### config.mk
export PLATFORM = sky130hd
export DESIGN_NAME = i2s_in
export DESIGN_NICKNAME = d
export VERILOG_FILES = /design/src/rtl/i2s_defs.sv /design/src/rtl/i2s_sync.sv /design/src/rtl/i2s_in.sv
export SDC_FILE = /design/constraint.sdc
export NUM_CORES = 1
export LEC_CHECK = 0
export CAP_MARGIN = 20
export CORE_MARGIN = 3
export CORE_UTILIZATION = 30
export DETAILED_ROUTE_END_ITERATION = 10
export GPL_ROUTABILITY_DRIVEN = 0
export PLACE_DENSITY = 0.53
export SYNTH_ARGS = -nofsm -noshare
export SYNTH_HDL_FRONTEND = slang
export SYNTH_SLANG_ARGS = --single-unit
### constraint.sdc
create_clock -name clk -period 5.3 [get_ports clk]
set_input_delay 1.59 -clock clk [delete_from_list [all_inputs] [get_ports clk]]
set_output_delay 1.59 -clock clk [all_outputs]
set_load 0.05 [all_outputs]
### src/rtl/i2s_defs.sv
// Shared I2S framing definitions, common to the I2S input and output paths.
// Slot width default, FSM state encodings and the LRCLK level for the left slot.
package i2s_defs;

    localparam int I2S_WIDTH = 24;
    localparam logic LR_LEFT = 1'b0;

    typedef enum logic [1:0] {
        ALIGN = 2'd0,
        LEFT  = 2'd1,
        RIGHT = 2'd2
    } i2s_state_t;

endpackage

### src/rtl/i2s_sync.sv
// Multi-flop synchroniser for one async pin; optionally outputs a 1-clk rising-edge pulse.
// Latency STAGES clks (level) or STAGES clks to the pulse cycle; no backpressure.
module i2s_sync #(
    parameter int STAGES   = 2,
    parameter bit RISE_DET = 1'b0
) (
    input  logic clk,
    input  logic reset,
    input  logic d,
    output logic q
);

    logic [STAGES-1:0] chain;

    always_ff @(posedge clk) begin
        if (!reset) begin
            chain <= '0;
        end else begin
            chain <= {chain[STAGES-2:0], d};
        end
    end

    generate
        if (RISE_DET) begin : g_rise
            logic last;

            always_ff @(posedge clk) begin
                if (!reset) begin
                    last <= 1'b0;
                end else begin
                    last <= chain[STAGES-1];
                end
            end

            assign q = chain[STAGES-1] & ~last;
        end else begin : g_level
            assign q = chain[STAGES-1];
        end
    endgenerate

endmodule

### src/rtl/i2s_in.sv
// I2S slave receiver: async SCLK/LRCLK/SDIN in, signed WIDTH-bit L/R pair out once per frame.
// Latency ~SYNC_STAGES+2 clks from the closing SCLK rise; no backpressure, valid is a 1-clk pulse.
module i2s_in
    import i2s_defs::*;
#(
    parameter int WIDTH       = I2S_WIDTH,
    parameter int SYNC_STAGES = 2
) (
    input  logic                    clk,
    input  logic                    reset,
    input  logic                    sclk,
    input  logic                    lrclk,
    input  logic                    sdin,
    output logic signed [WIDTH-1:0] l_data,
    output logic signed [WIDTH-1:0] r_data,
    output logic                    valid,
    output logic                    fmt_err
);

    localparam int             CW   = $clog2(WIDTH + 1);
    localparam logic [CW-1:0]  FULL = CW'(WIDTH);

    logic rise;
    logic lr_s;
    logic sd_s;

    i2s_sync #(.STAGES(SYNC_STAGES), .RISE_DET(1'b1)) u_sync_sclk (
        .clk(clk), .reset(reset), .d(sclk), .q(rise)
    );
    i2s_sync #(.STAGES(SYNC_STAGES), .RISE_DET(1'b0)) u_sync_lrclk (
        .clk(clk), .reset(reset), .d(lrclk), .q(lr_s)
    );
    i2s_sync #(.STAGES(SYNC_STAGES), .RISE_DET(1'b0)) u_sync_sdin (
        .clk(clk), .reset(reset), .d(sdin), .q(sd_s)
    );

    i2s_state_t       state;
    i2s_state_t       state_nxt;
    logic             lr_prev;
    logic [CW-1:0]    bitcnt;
    logic [WIDTH-1:0] shreg;
    logic [WIDTH-1:0] l_hold;

    logic             lr_edge;
    logic [WIDTH-1:0] sh_close;
    logic [CW-1:0]    cnt_close;
    logic [WIDTH-1:0] word;
    logic             load_l;
    logic             load_out;
    logic             slot_chk;

    assign lr_edge = rise && (lr_s != lr_prev);

    // The bit sampled on the closing rise still belongs to the old slot.
    always_comb begin
        sh_close  = shreg;
        cnt_close = FULL;
        if (bitcnt < FULL) begin
            sh_close  = {shreg[WIDTH-2:0], sd_s};
            cnt_close = bitcnt + CW'(1);
        end
    end

    assign word = sh_close << (FULL - cnt_close);

    always_comb begin
        state_nxt = state;
        load_l    = 1'b0;
        load_out  = 1'b0;
        slot_chk  = 1'b0;
        if (lr_edge) begin
            case (state)
                ALIGN: begin
                    if (lr_s == LR_LEFT) begin
                        state_nxt = LEFT;
                    end
                end
                LEFT: begin
                    load_l    = 1'b1;
                    slot_chk  = 1'b1;
                    state_nxt = RIGHT;
                end
                RIGHT: begin
                    load_out  = 1'b1;
                    slot_chk  = 1'b1;
                    state_nxt = LEFT;
                end
                default: state_nxt = ALIGN;
            endcase
        end
    end

    always_ff @(posedge clk) begin
        if (!reset) begin
            state   <= ALIGN;
            lr_prev <= 1'b0;
            bitcnt  <= '0;
            shreg   <= '0;
            l_hold  <= '0;
            l_data  <= '0;
            r_data  <= '0;
            valid   <= 1'b0;
            fmt_err <= 1'b0;
        end else begin
            state <= state_nxt;
            valid <= load_out;
            if (rise) begin
                lr_prev <= lr_s;
                if (lr_edge) begin
                    bitcnt <= '0;
                    shreg  <= '0;
                end else if (bitcnt < FULL) begin
                    shreg  <= {shreg[WIDTH-2:0], sd_s};
                    bitcnt <= bitcnt + CW'(1);
                end
            end
            if (load_l) begin
                l_hold <= word;
            end
            if (load_out) begin
                l_data <= $signed(l_hold);
                r_data <= $signed(word);
            end
            if (slot_chk && (cnt_close < FULL)) begin
                fmt_err <= 1'b1;
            end
        end
    end

endmodule
* After elaboration in Yosys (flattened, before gate mapping) *
Index checks and enable logic that the tools add are counted.

storage, ports and cells
  output and inout port bits = 50
  register bits after elaboration = 113
  word-level logic and storage cells = 44

operators by class
  order comparisons = 2
  eq/ne operators = 4
  reduce and logical (&&, ||, !) cells = 7
  bitwise logic cells = 2
  shift operators = 1
  add/sub/neg operators = 2
  multiplexer cells = 13

operators by type and width
  operator                                            count
  2-to-1 mux 24 bit                                   2
  left shift 24 x 5 -> 24 bit                         1
  2-to-1 mux 5 bit                                    3
  less-than comparator 5 bit (second input constant)  2
  2-to-1 mux 1 bit                                    6
  one-hot mux 2 bit (3 select lines)                  1
  adder 5 x 1 -> 5 bit (second input constant)        1
  subtractor 5 bit (first input constant)             1
  AND reduction 2 bit                                 2
  == test 2 x 1 -> 1 bit (second input constant)      1
  == test 2 bit (second input constant)               1
  logical AND 1 bit                                   2
  zero test 2 bit                                     1
  2-to-1 mux 2 bit                                    1
  inequality test 2 bit (second input constant)       1
  nonzero test 2 bit                                  1
  OR reduction 2 bit                                  1
  AND 1 bit                                           1
  inequality test 1 bit                               1
  inverter 1 bit                                      1

* Logic depth before layout (Yosys ltp) *
Gate-level depths: netlist of the first run.

  word-level depth = 5
  gate-level depth with buffers = 13
  mapped depth without buffers = 9

* Modules after synthesis *
From an unflattened synthesis of the first run, not the netlist that was laid out.

second synthesis, totals
  cell total of the unflattened synthesis = 696
  area total of the unflattened synthesis = 5773.0 sq um

by module, submodules not included
  module                       seq. area each (sq um)  instances  cells an instance  area an instance (sq um)
  i2s_in                       2122.0                  1          681                5575.3
  i2s_sync (u_sync_lrclk ...)  40.0                    2          4                  52.6
  i2s_sync (u_sync_sclk)       60.1                    1          7                  92.6

* Least setup slack after synthesis of the first run *
Ideal clock, no wire load.

  path type = register to register
  start point = register bitcnt[3]
  end point = register l_hold[20]
  cell stages (with the launch flop) = 11
  slack = 2.617 ns
  required time = 5.164 ns
  arrival time = 2.547 ns
  cells stage by stage = dfxtp_1 nand2_1 buf_2 buf_1 nand2b_1 ha_1 inv_1 clkbuf_1 mux4_2 a32oi_1 a31oi_1

on the way
  word-level cells in the longest chain between the ends = 4
  elaborated cells between the ends (all ways) = 6
  those cells by class = 2 x add/sub; 1 x order compare; 1 x shift; 2 x mux

RTL lines
  element                                                             RTL line                    RTL
  start: declaration                                                  i2s_in.sv:40                logic [CW-1:0] bitcnt;
  start signal: assignment                                            i2s_in.sv:114               bitcnt <= bitcnt + CW'(1);
  adder 5 x 1 -> 5 bit or less-than comparator 5 bit (tied branches)  i2s_in.sv:60, i2s_in.sv:58
  2-to-1 mux 5 bit                                                    i2s_in.sv:58                if (bitcnt < FULL) begin
  subtractor 5 bit                                                    i2s_in.sv:64                assign word = sh_close << (FULL - cnt_close);
  left shift 24 x 5 -> 24 bit (*)                                     i2s_in.sv:64
  end signal: assignment                                              i2s_in.sv:118               l_hold <= word;
  end: declaration                                                    i2s_in.sv:42                logic [WIDTH-1:0] l_hold;

Every way passes the cells marked *; elsewhere a longest branch is shown, timed or not.
A chain may end at the register's enable or synchronous reset.

* Worst setup path after layout of the first run *
  start point = register bitcnt[3]
  end point = register l_hold[15]

The elaborated chain is that of the path after synthesis.

==> reports/summary.txt, run 1 <==
Die height -> 147 um
Final HPWL from detailed placement -> 11200 um
Sinks on Clock Net -> 113
Reg2Reg Depth -> 10
Reg-to-reg endpoint -> l_hold[15]
Initial antenna violation count -> 0
Vias post-DR -> 5165
Max_cap viols -> 0
WL final -> 15900 um
Pwr/cell area -> 298 nW/um2
Core area -> 19100 um2
Worst hold path type -> reg2reg
Number of port buffers -> 54
Status -> completed
Layout cells sized above 1 -> 0.100
Number of synthesized flops with an enable pin -> 0
Cell Rows -> 50
Leakage power total -> 2.33 nW
FF+latch count, synth -> 113
Die Footprint -> 21500 um2
Slew at the pin closest to its max-slew limit -> 1.00 ns
Dominant synthesized flop cell -> dfxtp_1
Critical Path RT -> 5.65 ns
Syn_area_per_cell -> 8.68 um2
Ys Warns -> 0
Synth Net Count -> 694
Post-synth cell types -> 63
Post-CTS Setup Inserts -> 0
Area delta synth->final -> 21.0%
Clock Tree Buf Depth -> 2
Crit path DAT -> 4.16 ns
CTS buffer count -> 17
H-Tree Depth -> 4
Post-route ant nets -> 0
VDD IR max -> 0.147 mV
Hold Crit Start -> u_sync_lrclk.chain[0]
Worst Setup Slack, final -> 1.49 ns
WHS Path Cells -> 1
Worst-Skew Late Latency -> 0.42 ns
CTS Hold Bufs -> 0
Reg-to-Reg Start -> bitcnt[3]
Final Critical Period -> 3.81 ns
CTS tree -> yes
Largest net degree at the start of global routing -> 49
First-pass GRT wire length -> 26700 um
Worst R2R Setup Slack -> 1.49 ns
RSZ-0062 raised after global routing -> false
Startpoint types -> flop
TNS Setup -> 0 ns
Crit end category -> flop
Finished Cell Area -> 7170 um2
Max Transition Viols Final -> 0
Gr usage total -> 0.153
Sequential fraction of the synthesis area -> 0.382
WS Path Type -> reg2reg
Slew HR -> 0.332
Wire per inst -> 16.3 um
DR iter-0 viols -> 343
Die X-Extent -> 147 um
Drt pass-1 iters -> 4
Post-synth ARST share -> 0
Diode count -> 0
Number of gates resized after cts -> 0
Root buffer cell -> clkbuf_16
Mapped Area -> 5930 um2
# IOs -> 55
Dpl ws -> 1.56 ns
WHS Endpoint -> u_sync_lrclk.chain[1]
Clk pin slew, worst setup/hold paths -> 0.05 ns
Tcrit/Tclk final -> 0.720
Final #Nets -> 715
Commonest non-fill, non-tap cell in the layout -> dfxtp_1
Worst-path fanout max -> 32
Fmax -> 262 MHz
Final Hold Viols -> 0
Syn Inst Count -> 683
DRC viols -> 0
Final Setup Violations -> 0
Via/cell ratio -> 5.29
Area of placed instances -> 6550 um2
Grt total ovfl -> 0
Vias in the first global route -> 4840
Most frequent cells in the layout -> dfxtp_1, nand2_1, nand3_1
Starting density of the core -> 0.311
Max Clock Skew -> 0.00783 ns
[area by class of cell]
| type | count | area, um2 |
|---|---|---|
| Sequential cell | 113 | 2260 |
| Inverter | 7 | 26.3 |
| Clock buffer | 18 | 439 |
| Tap cell | 260 | 325 |
| Fill cell | 1948 | 11900 |
| Multi-Input combinational cell | 504 | 3350 |
| Timing Repair Buffer | 61 | 588 |
| Clock inverter | 14 | 181 |
[metrics by stage]
step	hold WS (ns)	total power, mW	cells	util
after floorplan	0.412	0.949	683	-
after global placement	0.417	0.964	945	0.343
after detailed placement	0.423	0.965	945	0.343
after CTS	0.436	2.16	977	0.376
after global routing	0.450	2.22	977	0.376
final	0.432	2.14	977	0.376
[synthesized netlist by cell type (all sizes together), types with 5 or more instances]
master	n	share of area
buf	26	0.028
o22ai	6	0.0063
clkbuf	33	0.021
and3b	11	0.016
o211ai	11	0.014
dfxtp	113	0.38
and2	10	0.011
a211oi	16	0.021
o21ai	50	0.045
nand3	64	0.056
nor3	9	0.013
nor2b	28	0.030
ha	6	0.013
a31oi	18	0.023
a21oi	11	0.0093
mux2	5	0.0095
a32oi	6	0.0089
a22oi	34	0.043
nor2	9	0.0070
nand4	6	0.0063
a21boi	49	0.062
nand2	93	0.059
inv	7	0.0044
mux2i	30	0.051
[sequential cells by signal, summed over array words and instances (netlist names)]
name and count:
u_sync_sclk.g_rise.last 1, l_hold 24, fmt_err 1, state 2
u_sync_sdin.chain 2, shreg 24, bitcnt 5, r_data 24
u_sync_sclk.chain 2, l_data 24, u_sync_lrclk.chain 2, lr_prev 1
valid 1
[worst max-delay path, cell delays in order, from the launching register on]
cell and delay [ns]:
dfxtp_1 0.78, nand2_1 0.10, buf_4 0.27, nand2b_1 0.11
ha_1 0.81, inv_1 0.57, a211oi_1 0.44, o211ai_1 0.15
nand3b_1 0.17, mux2i_1 0.13, o21ai_0 0.20
[power breakdown]
group	internal (mW)	total [mW]	switching [mW]
Sequential	0.853	0.855	0.00180
Clock	0.758	1.19	0.433
Combinational	0.0314	0.0915	0.0601
[how the worst max path moves through the flow]
stage | startpoint | to | slack, ns
after global routing | bitcnt[3] | r_data[13] | 1.08
after floorplan | bitcnt[3] | l_hold[20] | 2.62
after global placement | bitcnt[3] | r_data[12] | 1.69
after CTS | bitcnt[3] | r_data[13] | 1.56
after detailed placement | bitcnt[3] | r_data[13] | 1.56
final | bitcnt[3] | l_hold[15] | 1.49
[routing by layer]
| layer | wire length [um] | vias up | track usage |
|---|---|---|---|
| li1 | - | 2542 | - |
| met1 | 7510 | 2454 | 0.209 |
| met2 | 7260 | 142 | 0.233 |
| met3 | 819 | 27 | 0.0379 |
| met4 | 329 | 0 | 0.0607 |
| met5 | 0 | - | 0 |
[cell families (layout without fill, tap and decap cells)]
logic type | Yosys count | after routing | synth area share
adders and majority gates | 6 | 6 | 0.0127
and+or+nand+nor | 243 | 243 | 0.214
xor gates and xnor gates | 5 | 5 | 0.0112
AOI/OAI and AO/OA | 212 | 212 | 0.255
buffers and inverters | 66 | 100 | 0.0536
DFF | 113 | 113 | 0.382
muxes | 38 | 38 | 0.0722
No activity file was read; power rests on OpenSTA's default activity.
==> inputs of run 2 (changes only) <==
==> constraint.sdc (replaced) <==
create_clock -name clk -period 3.6 [get_ports clk]
set_input_delay 1.08 -clock clk [delete_from_list [all_inputs] [get_ports clk]]
set_output_delay 1.08 -clock clk [all_outputs]
set_load 0.05 [all_outputs]
==> run 2 against run 1 <==
Setup slack lost 0.79 ns. Count of clock-buffer cells in the layout unchanged. Critical path type unchanged. Largest cell class unchanged. Global-route usage down 0.72 points. Critical endpoint is now r_data[14].
==> reports/summary.txt, run 2 (synthesis gave the netlist of run 1 again) <==
Status -> completed (unchanged)
Top delay family on crit path -> simple AND/OR/NAND/NOR gates (was buffers and inverters)
Fmax -> 344 MHz (was 262 MHz)
Worst-path fanout max -> 25 (was 32)
# IOs -> 55 (unchanged)
Core area -> 19100 um2 (unchanged)
Die height -> 147 um (unchanged)
WS Path Type -> reg2reg (unchanged)
Post-route ant nets -> 0 (unchanged)
Max_cap viols -> 0 (unchanged)
Startpoint types -> flop (unchanged)
TNS Setup -> 0 ns (unchanged)
Grt total ovfl -> 0 (unchanged)
Global Route met1 Usage -> 0.199 (was 0.209)
Slew HR -> 0.316 (was 0.332)
Final Critical Period -> 2.91 ns (was 3.81 ns)
CP max stage cell -> nor3_4 (was ha_1)
Worst hold path type -> reg2reg (unchanged)
Layout cells sized above 1 -> 0.107 (was 0.100)
Clock Tree Buf Depth -> 2 (unchanged)
First-pass GRT wire length -> 25700 um (was 26700 um)
Crit path buf inv count -> 1 (was 2)
Post-CTS Setup Inserts -> 0 (unchanged)
Initial antenna violation count -> 0 (unchanged)
Gr usage total -> 0.146 (was 0.153)
H-Tree Depth -> 4 (unchanged)
RSZ-0062 raised after global routing -> false (unchanged)
Crit-path cells -> buf_4, nand2_1, nand2b_1, ha_1, nor3_4, nor2_4, mux4_2, mux2i_1, o21ai_1 (was nand2_1, buf_4, nand2b_1, ha_1, inv_1, a211oi_1, o211ai_1, nand3b_1, mux2i_1, o21ai_0)
Wire per inst -> 15.8 um (was 16.3 um)
Commonest non-fill, non-tap cell in the layout -> dfxtp_1 (unchanged)
Worst-Skew Late Latency -> 0.42 ns (about the same)
Area of placed instances -> 6610 um2 (was 6550 um2)
Number of port buffers -> 54 (unchanged)
Leakage power total -> 2.33 nW (about the same)
Register area -> 2260 um2 (unchanged)
Finished Cell Area -> 7170 um2 (about the same)
Clk pin slew, worst setup/hold paths -> 0.06 ns (was 0.05 ns)
Largest net degree at the start of global routing -> 68 (was 49)
Crit end category -> flop (unchanged)
GR Util met2 -> 0.221 (was 0.233)
CTS Hold Bufs -> 0 (unchanged)
Most frequent cells in the layout -> dfxtp_1, nand2_1, nand3_1 (unchanged)
Critical Path RT -> 3.90 ns (was 5.65 ns)
Final Setup Violations -> 0 (unchanged)
CTS tree -> yes (unchanged)
Gr busiest metal -> met2 (unchanged)
Vias in the first global route -> 4732 (was 4840)
Starting density of the core -> 0.311 (unchanged)
WL final -> 15500 um (was 15900 um)
Die Footprint -> 21500 um2 (unchanged)
Die X-Extent -> 147 um (unchanged)
Delay of the slowest critical-path stage -> 0.72 ns (was 0.81 ns)
Drt pass-1 iters -> 5 (was 4)
GR Layer Usage met3 -> 0.0326 (was 0.0379)
Tcrit/Tclk final -> 0.808 (was 0.720)
DR iter-0 viols -> 410 (was 343)
Worst R2R Setup Slack -> 0.69 ns (was 1.49 ns)
Crit path DAT -> 3.21 ns (was 4.16 ns)
Vias post-DR -> 5060 (was 5165)
Final Hold Viols -> 0 (unchanged)
Fillers -> 1926 (was 1948)
Max Transition Viols Final -> 0 (unchanged)
Sinks on Clock Net -> 113 (unchanged)
Multi-input gate area -> 3350 um2 (unchanged)
Final HPWL from detailed placement -> 10900 um (was 11200 um)
Final #Nets -> 721 (was 715)
Number of gates resized after cts -> 0 (unchanged)
Via/cell ratio -> 5.15 (was 5.29)
Max Clock Skew -> 0.00885 ns (was 0.00783 ns)
Diode count -> 0 (unchanged)
Cell Rows -> 50 (unchanged)
CTS buffer count -> 17 (unchanged)
DRC viols -> 0 (unchanged)
VDD IR max -> 0.225 mV (was 0.147 mV)
Root buffer cell -> clkbuf_16 (unchanged)
Area delta synth->final -> 20.9% (was 21.0%)
Slew at the pin closest to its max-slew limit -> 1.02 ns (was 1.00 ns)
Pwr/cell area -> 415 nW/um2 (was 298 nW/um2)
run 2: cell types whose count changed in the layout (fill, tap and decap cells not counted):
cell,before,now
clkbuf_8,1,0
bufinv_16,3,1
buf_12,0,1
clkinv_4,6,3
clkbuf_1,0,1
clkinvlp_4,1,4
buf_4,7,12
clkinv_2,1,2
inv_6,3,4
run 2: area by class of cell:
class | instances | area share
Clock buffer | 18 | 0.0599
Clock inverter | 14 | 0.0183
Inverter | 7 | 0.00367
Multi-Input combinational cell | 504 | 0.467
Sequential cell | 113 | 0.316
Tap cell | 260 | 0.0454
Timing Repair Buffer | 67 | 0.0901
run 2: power by group:
| group | internal [mW] | leakage, nW | switching (mW) |
|---|---|---|---|
| Clock | 0.954 | 0.264 | 0.626 |
| Combinational | 0.0486 | 1.15 | 0.0885 |
| Sequential | 1.26 | 0.911 | 0.00273 |
| Total | 2.26 | 2.33 | 0.717 |
run 2: worst paths after layout:
| path | from | endpoint | cells after the start |
|---|---|---|---|
| min reg2reg | u_sync_sdin.chain[0] | u_sync_sdin.chain[1] | 1 |
| max reg2reg | bitcnt[3] | r_data[14] | 9 |
| min | u_sync_sdin.chain[0] | u_sync_sdin.chain[1] | 1 |
| max | bitcnt[3] | r_data[14] | 9 |
run 2: per-stage QoR:
stage	setup slack (ns)	power [mW]	util	std cells	hold slack (ns)
6_report	0.693	2.98	0.376	983	0.430
3_5_place_dp	0.740	1.42	0.346	951	0.423
3_3_place_gp	0.832	1.42	0.346	951	0.420
5_1_grt	0.505	3.08	0.376	983	0.443
4_1_cts	0.714	3.02	0.376	983	0.438
2_1_floorplan	0.917	1.40	-	683	0.412
run 2: per-layer routing:
| metal | part of all wire | wire length, um |
|---|---|---|
| met4 | 0.021 | 322 |
| met1 | 0.49 | 7600 |
| met2 | 0.45 | 6960 |
| met3 | 0.042 | 650 |
| met5 | 0 | 0 |
==> inputs of run 3 (changes only) <==
==> constraint.sdc (replaced) <==
create_clock -name clk -period 2.93 [get_ports clk]
set_input_delay 0.879 -clock clk [delete_from_list [all_inputs] [get_ports clk]]
set_output_delay 0.879 -clock clk [all_outputs]
set_load 0.05 [all_outputs]
==> run 3 against run 2 <==
Final cell count is 0.81% higher. Total power is 28% higher. First-iteration DRC count is 2.0% lower. Sequential power is 23% higher. Clock skew hardly changed. Sequential share of layout area is 0.49 points lower. Die area stayed put. Global-route usage hardly changed. Combinational power is 30% higher. Via count is 2.7% higher. Hold slack better by 0.00071 ns. Critical endpoint is now r_data[23]. Largest cell class unchanged. Largest power group unchanged.
==> reports/summary.txt, run 3 (synthesis gave the netlist of run 1 again) <==
Root buffer cell -> clkbuf_16 (unchanged)
Most frequent cells in the layout -> dfxtp_1, nand2_1, nand3_1 (unchanged)
Die Footprint -> 21500 um2 (unchanged)
Clk pin slew, worst setup/hold paths -> 0.06 ns (about the same)
Crit-path cells -> ha_1, xnor2_2, o21ai_4, xnor2_2, o21ai_2, a22oi_1, a31oi_1 (was buf_4, nand2_1, nand2b_1, ha_1, nor3_4, nor2_4, mux4_2, mux2i_1, o21ai_1)
Starting density of the core -> 0.311 (unchanged)
Slew at the pin closest to its max-slew limit -> 0.785 ns (was 1.02 ns)
Worst hold path type -> reg2reg (unchanged)
Die height -> 147 um (unchanged)
Via/cell ratio -> 5.24 (was 5.15)
Post-CTS Setup Inserts -> 0 (unchanged)
Vias in the first global route -> 4830 (was 4732)
Placed cells -> 959 (was 951)
Initial antenna violation count -> 0 (unchanged)
# IOs -> 55 (unchanged)
Post-route ant nets -> 0 (unchanged)
Core area -> 19100 um2 (unchanged)
Hold Crit Start -> u_sync_lrclk.chain[0] (was u_sync_sdin.chain[0])
Fin util -> 0.381 (was 0.376)
Fillers -> 1929 (was 1926)
Pint -> 2.89 mW (was 2.26 mW)
Cell mode on critical path -> xnor2_2
TNS Setup -> 0 ns (unchanged)
Fmax -> 383 MHz (was 344 MHz)
Sinks on Clock Net -> 113 (unchanged)
Register area -> 2260 um2 (unchanged)
Final Setup Violations -> 0 (unchanged)
Number of port buffers -> 54 (unchanged)
VDD IR max -> 0.338 mV (was 0.225 mV)
DR iter-0 viols -> 402 (was 410)
Sequential share of power -> 0.406 (was 0.423)
Critical Path RT -> 3.28 ns (was 3.90 ns)
Grt total ovfl -> 0 (unchanged)
Slew HR -> 0.474 (was 0.316)
Max_cap viols -> 0 (unchanged)
Crit path from -> bitcnt[0] (was bitcnt[3])
CTS tree -> yes (unchanged)
First-pass GRT wire length -> 25800 um (was 25700 um)
Leakage power total -> 2.41 nW (was 2.33 nW)
Area delta synth->final -> 22.8% (was 20.9%)
Switching share of power -> 0.242 (was 0.241)
P_sw -> 0.922 mW (was 0.717 mW)
Startpoint types -> flop (unchanged)
Final Critical Period -> 2.61 ns (was 2.91 ns)
Worst Setup Slack, final -> 0.316 ns (was 0.693 ns)
Clock power share -> 0.547 (was 0.531)
Final Hold Viols -> 0 (unchanged)
Final #Nets -> 729 (was 721)
Crit end category -> flop (unchanged)
Worst-path fanout max -> 21 (was 25)
WL final -> 15700 um (was 15500 um)
Max Transition Viols Final -> 0 (unchanged)
Largest net degree at the start of global routing -> 66 (was 68)
Final HPWL from detailed placement -> 11100 um (was 10900 um)
Tcrit/Tclk final -> 0.892 (was 0.808)
Area of placed instances -> 6680 um2 (was 6610 um2)
Logic gate share of total power -> 0.047 (was 0.046)
Dpl ws -> 0.352 ns (was 0.740 ns)
Clock Tree Buf Depth -> 2 (unchanged)
Delay of the slowest critical-path stage -> 0.57 ns (was 0.72 ns)
Multi-input gate area -> 3350 um2 (unchanged)
CTS buffer count -> 17 (unchanged)
Worst-Skew Late Latency -> 0.42 ns (about the same)
Reg-to-Reg Start -> bitcnt[0] (was bitcnt[3])
Cell Rows -> 50 (unchanged)
Vias post-DR -> 5197 (was 5060)
Die X-Extent -> 147 um (unchanged)
CP max stage cell -> o21ai_4 (was nor3_4)
H-Tree Depth -> 4 (unchanged)
WS Path Type -> reg2reg (unchanged)
Diode count -> 0 (unchanged)
Drt pass-1 iters -> 5 (unchanged)
Pwr/cell area -> 524 nW/um2 (was 415 nW/um2)
Wire per inst -> 15.8 um (about the same)
RSZ-0062 raised after global routing -> false (unchanged)
DRC viols -> 0 (unchanged)
CTS Hold Bufs -> 0 (unchanged)
Commonest non-fill, non-tap cell in the layout -> dfxtp_1 (unchanged)
Max Clock Skew -> 0.00906 ns (was 0.00885 ns)
Status -> completed (unchanged)
Layout cells sized above 1 -> 0.118 (was 0.107)
Gr usage total -> 0.146 (about the same)
Finished Cell Area -> 7280 um2 (was 7170 um2)
Crit path DAT -> 2.96 ns (was 3.21 ns)
Layout Cells excl Fill -> 991 (was 983)
Number of gates resized after cts -> 0 (unchanged)
run 3: final timing paths:
check / end / slack (ns) / cells after the start
max reg2reg: r_data[23] / 0.32 / 7
min reg2reg: u_sync_lrclk.chain[1] / 0.43 / 1
max: r_data[23] / 0.32 / 7
min: u_sync_lrclk.chain[1] / 0.43 / 1
run 3: area by class of cell:
type | instances | share of cell area
multi-input combinational | 504 | 0.460
sequential | 113 | 0.311
timing repair buffer | 75 | 0.0987
clock buffer | 17 | 0.0584
tap | 260 | 0.0447
clock inverter | 15 | 0.0241
inverter | 7 | 0.00361
run 3: per-layer routing:
layer,up-vias,GRT usage,wire length (um)
li1,2568,-,-
met1,2480,0.194,7330
met2,132,0.234,7370
met3,17,0.0372,755
met4,0,0.0423,236
met5,-,0,0
run 3: metrics by stage:
| step | power [mW] | hold slack (ns) |
|---|---|---|
| floorplan | 1.72 | 0.412 |
| global placement | 1.75 | 0.420 |
| detailed placement | 1.76 | 0.418 |
| CTS | 3.86 | 0.434 |
| global route | 3.95 | 0.443 |
| finish | 3.81 | 0.431 |
run 3: worst max-delay path: cells and delay by family (launching register included):
| family | cells | cell delay (ns) |
|---|---|---|
| AO/OA/AOI/OAI | 4 | 1.47 |
| adder cells (fa/ha/maj) | 1 | 0.28 |
| flip-flops | 1 | 0.33 |
| XOR/XNOR | 2 | 0.47 |
run 3: power groups by stage:
stage	logic (mW)	clock network, mW	registers (mW)
finish	0.178	2.09	1.55
global route	0.195	2.21	1.55
CTS	0.178	2.14	1.55
detailed placement	0.178	0	1.58
global placement	0.175	0	1.58
floorplan	0.137	0	1.58
